**src/rtl/serial_tx_pkg.sv**
```systemverilog
// rtl/serial_tx_pkg.sv - shared state encoding and parameter defaults for serial_bit_tx
package serial_tx_pkg;

  localparam int DEF_WIDTH     = 8;
  localparam int DEF_MSB_FIRST = 1;
  localparam int DEF_GAP       = 1;

  // ST_ prefix keeps the GAP state distinct from the GAP module parameter.
  typedef enum logic [1:0] {
    ST_IDLE  = 2'd0,
    ST_SHIFT = 2'd1,
    ST_GAP   = 2'd2
  } tx_state_t;

endpackage

```
**src/rtl/piso_shreg.sv**
```systemverilog
// rtl/piso_shreg.sv - parallel-in serial-out register; sout is the bit currently on the line
module piso_shreg
  import serial_tx_pkg::*;
#(
  parameter int WIDTH     = DEF_WIDTH,
  parameter int MSB_FIRST = DEF_MSB_FIRST
) (
  input  logic             clk,
  input  logic             rst,
  input  logic             clear,
  input  logic             load,
  input  logic             shift,
  input  logic [WIDTH-1:0] din,
  output logic             sout
);

  logic [WIDTH-1:0] sreg;

  always_ff @(posedge clk or posedge rst) begin
    if (rst) begin
      sreg <= '0;
    end else if (clear) begin
      sreg <= '0;
    end else if (load) begin
      sreg <= din;
    end else if (shift) begin
      if (MSB_FIRST != 0) sreg <= {sreg[WIDTH-2:0], 1'b0};
      else                sreg <= {1'b0, sreg[WIDTH-1:1]};
    end
  end

  // The head bit is a flop output, so the serial line stays registered.
  assign sout = (MSB_FIRST != 0) ? sreg[WIDTH-1] : sreg[0];

endmodule

```
**src/rtl/serial_bit_tx.sv**
```systemverilog
// rtl/serial_bit_tx.sv - word serializer with repeat count, inter-copy gap and done pulse
module serial_bit_tx
  import serial_tx_pkg::*;
#(
  parameter int WIDTH     = DEF_WIDTH,
  parameter int MSB_FIRST = DEF_MSB_FIRST,
  parameter int GAP       = DEF_GAP
) (
  input  logic             clk,
  input  logic             rst,
  input  logic             load,
  input  logic [WIDTH-1:0] din,
  input  logic [3:0]       rep,
  output logic             ready,
  output logic             a,
  output logic             a_valid,
  output logic             done
);

  localparam int CNT_W = $clog2(WIDTH);
  localparam logic [CNT_W-1:0] LAST_BIT   = CNT_W'(WIDTH - 1);
  localparam logic [CNT_W-1:0] PENULT_BIT = CNT_W'(WIDTH - 2);
  localparam logic [3:0]       GAP_LAST   = 4'((GAP > 0) ? GAP - 1 : 0);

  tx_state_t        state, state_n;
  logic [CNT_W-1:0] bit_cnt, bit_cnt_n;
  logic [3:0]       copy_cnt, copy_cnt_n;
  logic [3:0]       gap_cnt, gap_cnt_n;
  logic [WIDTH-1:0] word, word_n;
  logic             ready_n, valid_n, done_n;
  logic             sh_clear, sh_load, sh_shift;
  logic [WIDTH-1:0] sh_din;

  // Fresh words come straight from din; repeat copies come from the captured word.
  assign sh_din = (state == ST_IDLE) ? din : word;

  piso_shreg #(
    .WIDTH     (WIDTH),
    .MSB_FIRST (MSB_FIRST)
  ) u_piso (
    .clk   (clk),
    .rst   (rst),
    .clear (sh_clear),
    .load  (sh_load),
    .shift (sh_shift),
    .din   (sh_din),
    .sout  (a)
  );

  always_ff @(posedge clk or posedge rst) begin
    if (rst) begin
      state    <= ST_IDLE;
      bit_cnt  <= '0;
      copy_cnt <= '0;
      gap_cnt  <= '0;
      word     <= '0;
      ready    <= 1'b1;
      a_valid  <= 1'b0;
      done     <= 1'b0;
    end else begin
      state    <= state_n;
      bit_cnt  <= bit_cnt_n;
      copy_cnt <= copy_cnt_n;
      gap_cnt  <= gap_cnt_n;
      word     <= word_n;
      ready    <= ready_n;
      a_valid  <= valid_n;
      done     <= done_n;
    end
  end

  always_comb begin
    state_n    = state;
    bit_cnt_n  = bit_cnt;
    copy_cnt_n = copy_cnt;
    gap_cnt_n  = gap_cnt;
    word_n     = word;
    done_n     = 1'b0;
    sh_clear   = 1'b0;
    sh_load    = 1'b0;
    sh_shift   = 1'b0;

    case (state)
      ST_IDLE: begin
        if (load && ready) begin
          state_n    = ST_SHIFT;
          word_n     = din;
          copy_cnt_n = rep;
          bit_cnt_n  = '0;
          sh_load    = 1'b1;
        end
      end

      ST_SHIFT: begin
        if (bit_cnt == LAST_BIT) begin
          bit_cnt_n = '0;
          if (copy_cnt != 4'd0) begin
            copy_cnt_n = copy_cnt - 4'd1;
            if (GAP > 0) begin
              state_n   = ST_GAP;
              gap_cnt_n = GAP_LAST;
              sh_clear  = 1'b1;
            end else begin
              sh_load = 1'b1;
            end
          end else begin
            state_n  = ST_IDLE;
            sh_clear = 1'b1;
          end
        end else begin
          bit_cnt_n = bit_cnt + 1'b1;
          sh_shift  = 1'b1;
          // done is registered, so it is raised on the edge entering the last bit.
          if (bit_cnt == PENULT_BIT && copy_cnt == 4'd0) done_n = 1'b1;
        end
      end

      ST_GAP: begin
        if (gap_cnt == 4'd0) begin
          state_n   = ST_SHIFT;
          bit_cnt_n = '0;
          sh_load   = 1'b1;
        end else begin
          gap_cnt_n = gap_cnt - 4'd1;
        end
      end

      default: begin
        state_n  = ST_IDLE;
        sh_clear = 1'b1;
      end
    endcase

    ready_n = (state_n == ST_IDLE);
    valid_n = (state_n == ST_SHIFT);
  end

endmodule

```
**config.mk**
```make
export PLATFORM = sky130hd
export DESIGN_NAME = serial_bit_tx
export DESIGN_NICKNAME = d
export VERILOG_FILES = /design/src/rtl/serial_tx_pkg.sv /design/src/rtl/piso_shreg.sv /design/src/rtl/serial_bit_tx.sv
export SDC_FILE = /design/constraint.sdc
export NUM_CORES = 1
export LEC_CHECK = 0
export CAP_MARGIN = 20
export CORE_MARGIN = 4
export CORE_UTILIZATION = 52
export DETAILED_ROUTE_END_ITERATION = 10
export GPL_ROUTABILITY_DRIVEN = 0
export GPL_TIMING_DRIVEN = 0
export PLACE_DENSITY_LB_ADDON = 0.05
export SETUP_SLACK_MARGIN = 0.5
export SLEW_MARGIN = 20
export SYNTH_ARGS = -nofsm -noshare
export SYNTH_HDL_FRONTEND = slang
export SYNTH_SLANG_ARGS = --single-unit
```
**constraint.sdc**
```tcl
create_clock -name clk -period 4.25 [get_ports clk]
set_input_delay 1.275 -clock clk [delete_from_list [all_inputs] [get_ports clk]]
set_output_delay 1.275 -clock clk [all_outputs]
set_load 0.05 [all_outputs]
```
==> flow_summary.yaml <==
run_status:
  status: "finished clean"
power:
  intPower_mw: 0.690
  powerDensity_mw_per_mm2: 608
  power_leakage_nw: 0.857
  total_power_mw: 1.16
  swShare: 0.405
  clkPwrFrac: 0.136
  power_switching_mw: 0.470
  pwr-share-comb: 0.447
  max-vdd-ir-drop_mv: 0.380
  pwr-share-seq: 0.417
setup_path:
  startpoint_type: "register"
  cp_slowest_cell: "clkdlybuf4s50_1"
  cp_cell_sequence: "clkdlybuf4s50_1"
  endpoint_kind: "output pin"
  arrival_ns: 1.67
  max_stage_delay_ns: 0.80
  cp_top_family: "buffers and inverters"
  critical_path_class: "register to output pin"
  path_max_fanout: 4
  required_ns: 2.97
  worst-path-buf-inv: 1
clock_network:
  clock_latency_ns: 0.33
  root_buffer: "clkbuf_4"
  numCtsBuffers: 5
  cts_tree: "done"
  h-tree-depth: 2
  clk_pin_slew_ns: 0.10
  cts_max_path_buffers: 2
  postCtsHoldBufs: 0
  post_cts_buffers: 0
  post_cts_resized: 0
  cts.sinks: 32
sta:
  period_needed_ns: 2.95
  whs_ns: 0.488
  final.setup.tns_ns: 0
  slew_viol_final: 0
  finClkSkew_ns: 0.0127
  max_freq_mhz: 339
  finalHoldViolCount: 0
  finalCritPeriodShare: 0.694
  rsz0062_at_grt: "no"
  slew_headroom: 0.567
  worst_slack_ns: 1.30
  setup_violations: 0
  worstMarginPinSlew_ns: 0.648
floorplan:
  initial_utilization: 0.537
  core_area_mm2: 0.00303
  die_area_mm2: 0.00409
  io_pins: 19
  die_w_um: 63.9
  die_y_um: 63.9
  rows: 20
drt:
  viasPerCell: 5.36
  wl_mm: 3.29
  drc: 0
  vias: 1302
  dr.pass1.iters: 4
  drt_iter0_drc: 60
  antenna_left: 0
  drt-wirelength-per-cell_um: 13.5
layout:
  drive_gt1_frac: 0.101
  num-fill-cells: 277
  fin_area_mm2: 0.00191
  fin_nets: 221
  antenna_cells: 0
  area_delta_synth_final_pct: 17.3
place:
  place_area_mm2: 0.00186
  dp_hpwl_mm: 2.34
  dp_slack_ns: 1.44
  numPortBuffers: 18
global_route:
  grt_pass1_vias: 1276
  grt_usage: 0.187
  overflow: 0
  grt_pass1_wl_mm: 5.93
  grt_start_max_net_pins: 33
  antenna_found_initial: 0
synth:
  ys_warn_count: 0
  syn_avg_cell_area_um2: 9.35
  synth_cells: 174
  seq_area_frac_synth: 0.493
  ys_ff_latch: 32
  synthDistinctLibCells: 34
  syn_area_mm2: 0.00163
  syn-num-nets: 196
min_path:
  min_path_type: "register to register"
flow_run:
  cap_violations: 0
power by group through the flow:
stage          registers, mW  logic [mW]  clock network [mW]
2_1_floorplan          0.522       0.355                   0
3_3_place_gp           0.484       0.507                   0
3_5_place_dp           0.491       0.520                   0
4_1_cts                0.483       0.525               0.164
5_1_grt                0.499       0.582               0.183
6_report               0.483       0.519               0.158
cell type report:
| type | instances | area (um^2) | share of cell area |
|---|---|---|---|
| sequential | 32 | 802 | 0.420 |
| clock buffer | 6 | 41.3 | 0.0216 |
| inverter | 8 | 30.0 | 0.0157 |
| multi-input combinational | 128 | 764 | 0.401 |
| tap | 44 | 55.1 | 0.0289 |
| timing repair buffer | 18 | 180 | 0.0944 |
| clock inverter | 1 | 5.00 | 0.00262 |
| buffer | 6 | 30.0 | 0.0157 |
final timing paths:
| check | start | end | slack, ns | cells past startpoint |
|---|---|---|---|---|
| min reg2reg | u_piso.sreg[6]$_DFFE_PP0P_ | u_piso.sreg[6]$_DFFE_PP0P_ | 0.49 | 2 |
| min in group asynchronous | rst | word[5]$_DFFE_PP0P_ | 1.34 | 2 |
| min | u_piso.sreg[6]$_DFFE_PP0P_ | u_piso.sreg[6]$_DFFE_PP0P_ | 0.49 | 2 |
| max reg2reg | gap_cnt[0]$_DFFE_PP0P_ | bit_cnt[1]$_DFFE_PP0P_ | 2.22 | 6 |
| max | ready$_DFF_PP1_ | ready | 1.30 | 1 |
| max in group asynchronous | rst | bit_cnt[1]$_DFFE_PP0P_ | 2.48 | 2 |
cell usage after synthesis, drive strengths merged:
cell / count / area share
a211oi: 1 / 0.0046
o31ai: 7 / 0.032
a221oi: 1 / 0.016
nand2: 41 / 0.095
a32oi: 1 / 0.0054
o22ai: 9 / 0.035
nor4bb: 1 / 0.0062
a21oi: 7 / 0.022
buf: 4 / 0.014
dfstp: 1 / 0.016
nor2b: 4 / 0.015
nand4bb: 1 / 0.0069
or3b: 3 / 0.018
dfrtp: 31 / 0.48
or2: 1 / 0.0038
a221o: 1 / 0.0062
nor4: 1 / 0.0038
inv: 8 / 0.018
ha: 7 / 0.054
nor3b: 2 / 0.0092
clkbuf: 2 / 0.0046
mux2i: 1 / 0.0062
nor2: 15 / 0.035
nand2b: 3 / 0.012
a31o: 2 / 0.011
or3: 1 / 0.0038
nand3: 6 / 0.018
o21ai: 10 / 0.045
and2b: 1 / 0.0046
nor3: 1 / 0.0031
layer usage:
layer	GRT usage	vias to the layer above	wire (um)
met5	0	-	0
met4	0.0728	0	63
met3	0.0545	8	122
met2	0.297	25	1540
met1	0.238	620	1560
li1	-	649	-
metrics by stage:
stage | instances | utilization
6_report | 243 | 0.630
5_1_grt | 243 | 0.630
4_1_cts | 243 | 0.630
3_5_place_dp | 236 | 0.615
3_3_place_gp | 236 | 0.615
2_1_floorplan | 174 | -
flip-flops by register name, summed over array words and instances, names as in the netlist:
| name | flops |
|---|---|
| state | 2 |
| u_piso.sreg | 8 |
| bit_cnt | 3 |
| ready | 1 |
| done | 1 |
| copy_cnt | 4 |
| gap_cnt | 4 |
| word | 8 |
| a_valid | 1 |
placed cells by master, fill, tap and decap left out, drive strengths merged, types with 6 or more instances in the layout:
| cell type | count |
|---|---|
| inv | 8 |
| clkdlybuf4s50 | 18 |
| nor2 | 15 |
| ha | 7 |
| nand3 | 6 |
| a21oi | 7 |
| dfrtp | 31 |
| o21ai | 10 |
| o22ai | 9 |
| o31ai | 7 |
| clkbuf | 8 |
| nand2 | 41 |
kinds of logic (layout without fill, tap and decap cells):
kind of cell / Yosys count / in the layout / synth area share
compound gates: 39 / 39 / 0.176
fa+ha+maj: 7 / 7 / 0.0538
buf+inv: 14 / 39 / 0.0369
flops: 32 / 32 / 0.493
mux: 1 / 1 / 0.00615
simple gates: 81 / 81 / 0.234
(Power assumes the default switching activity.)
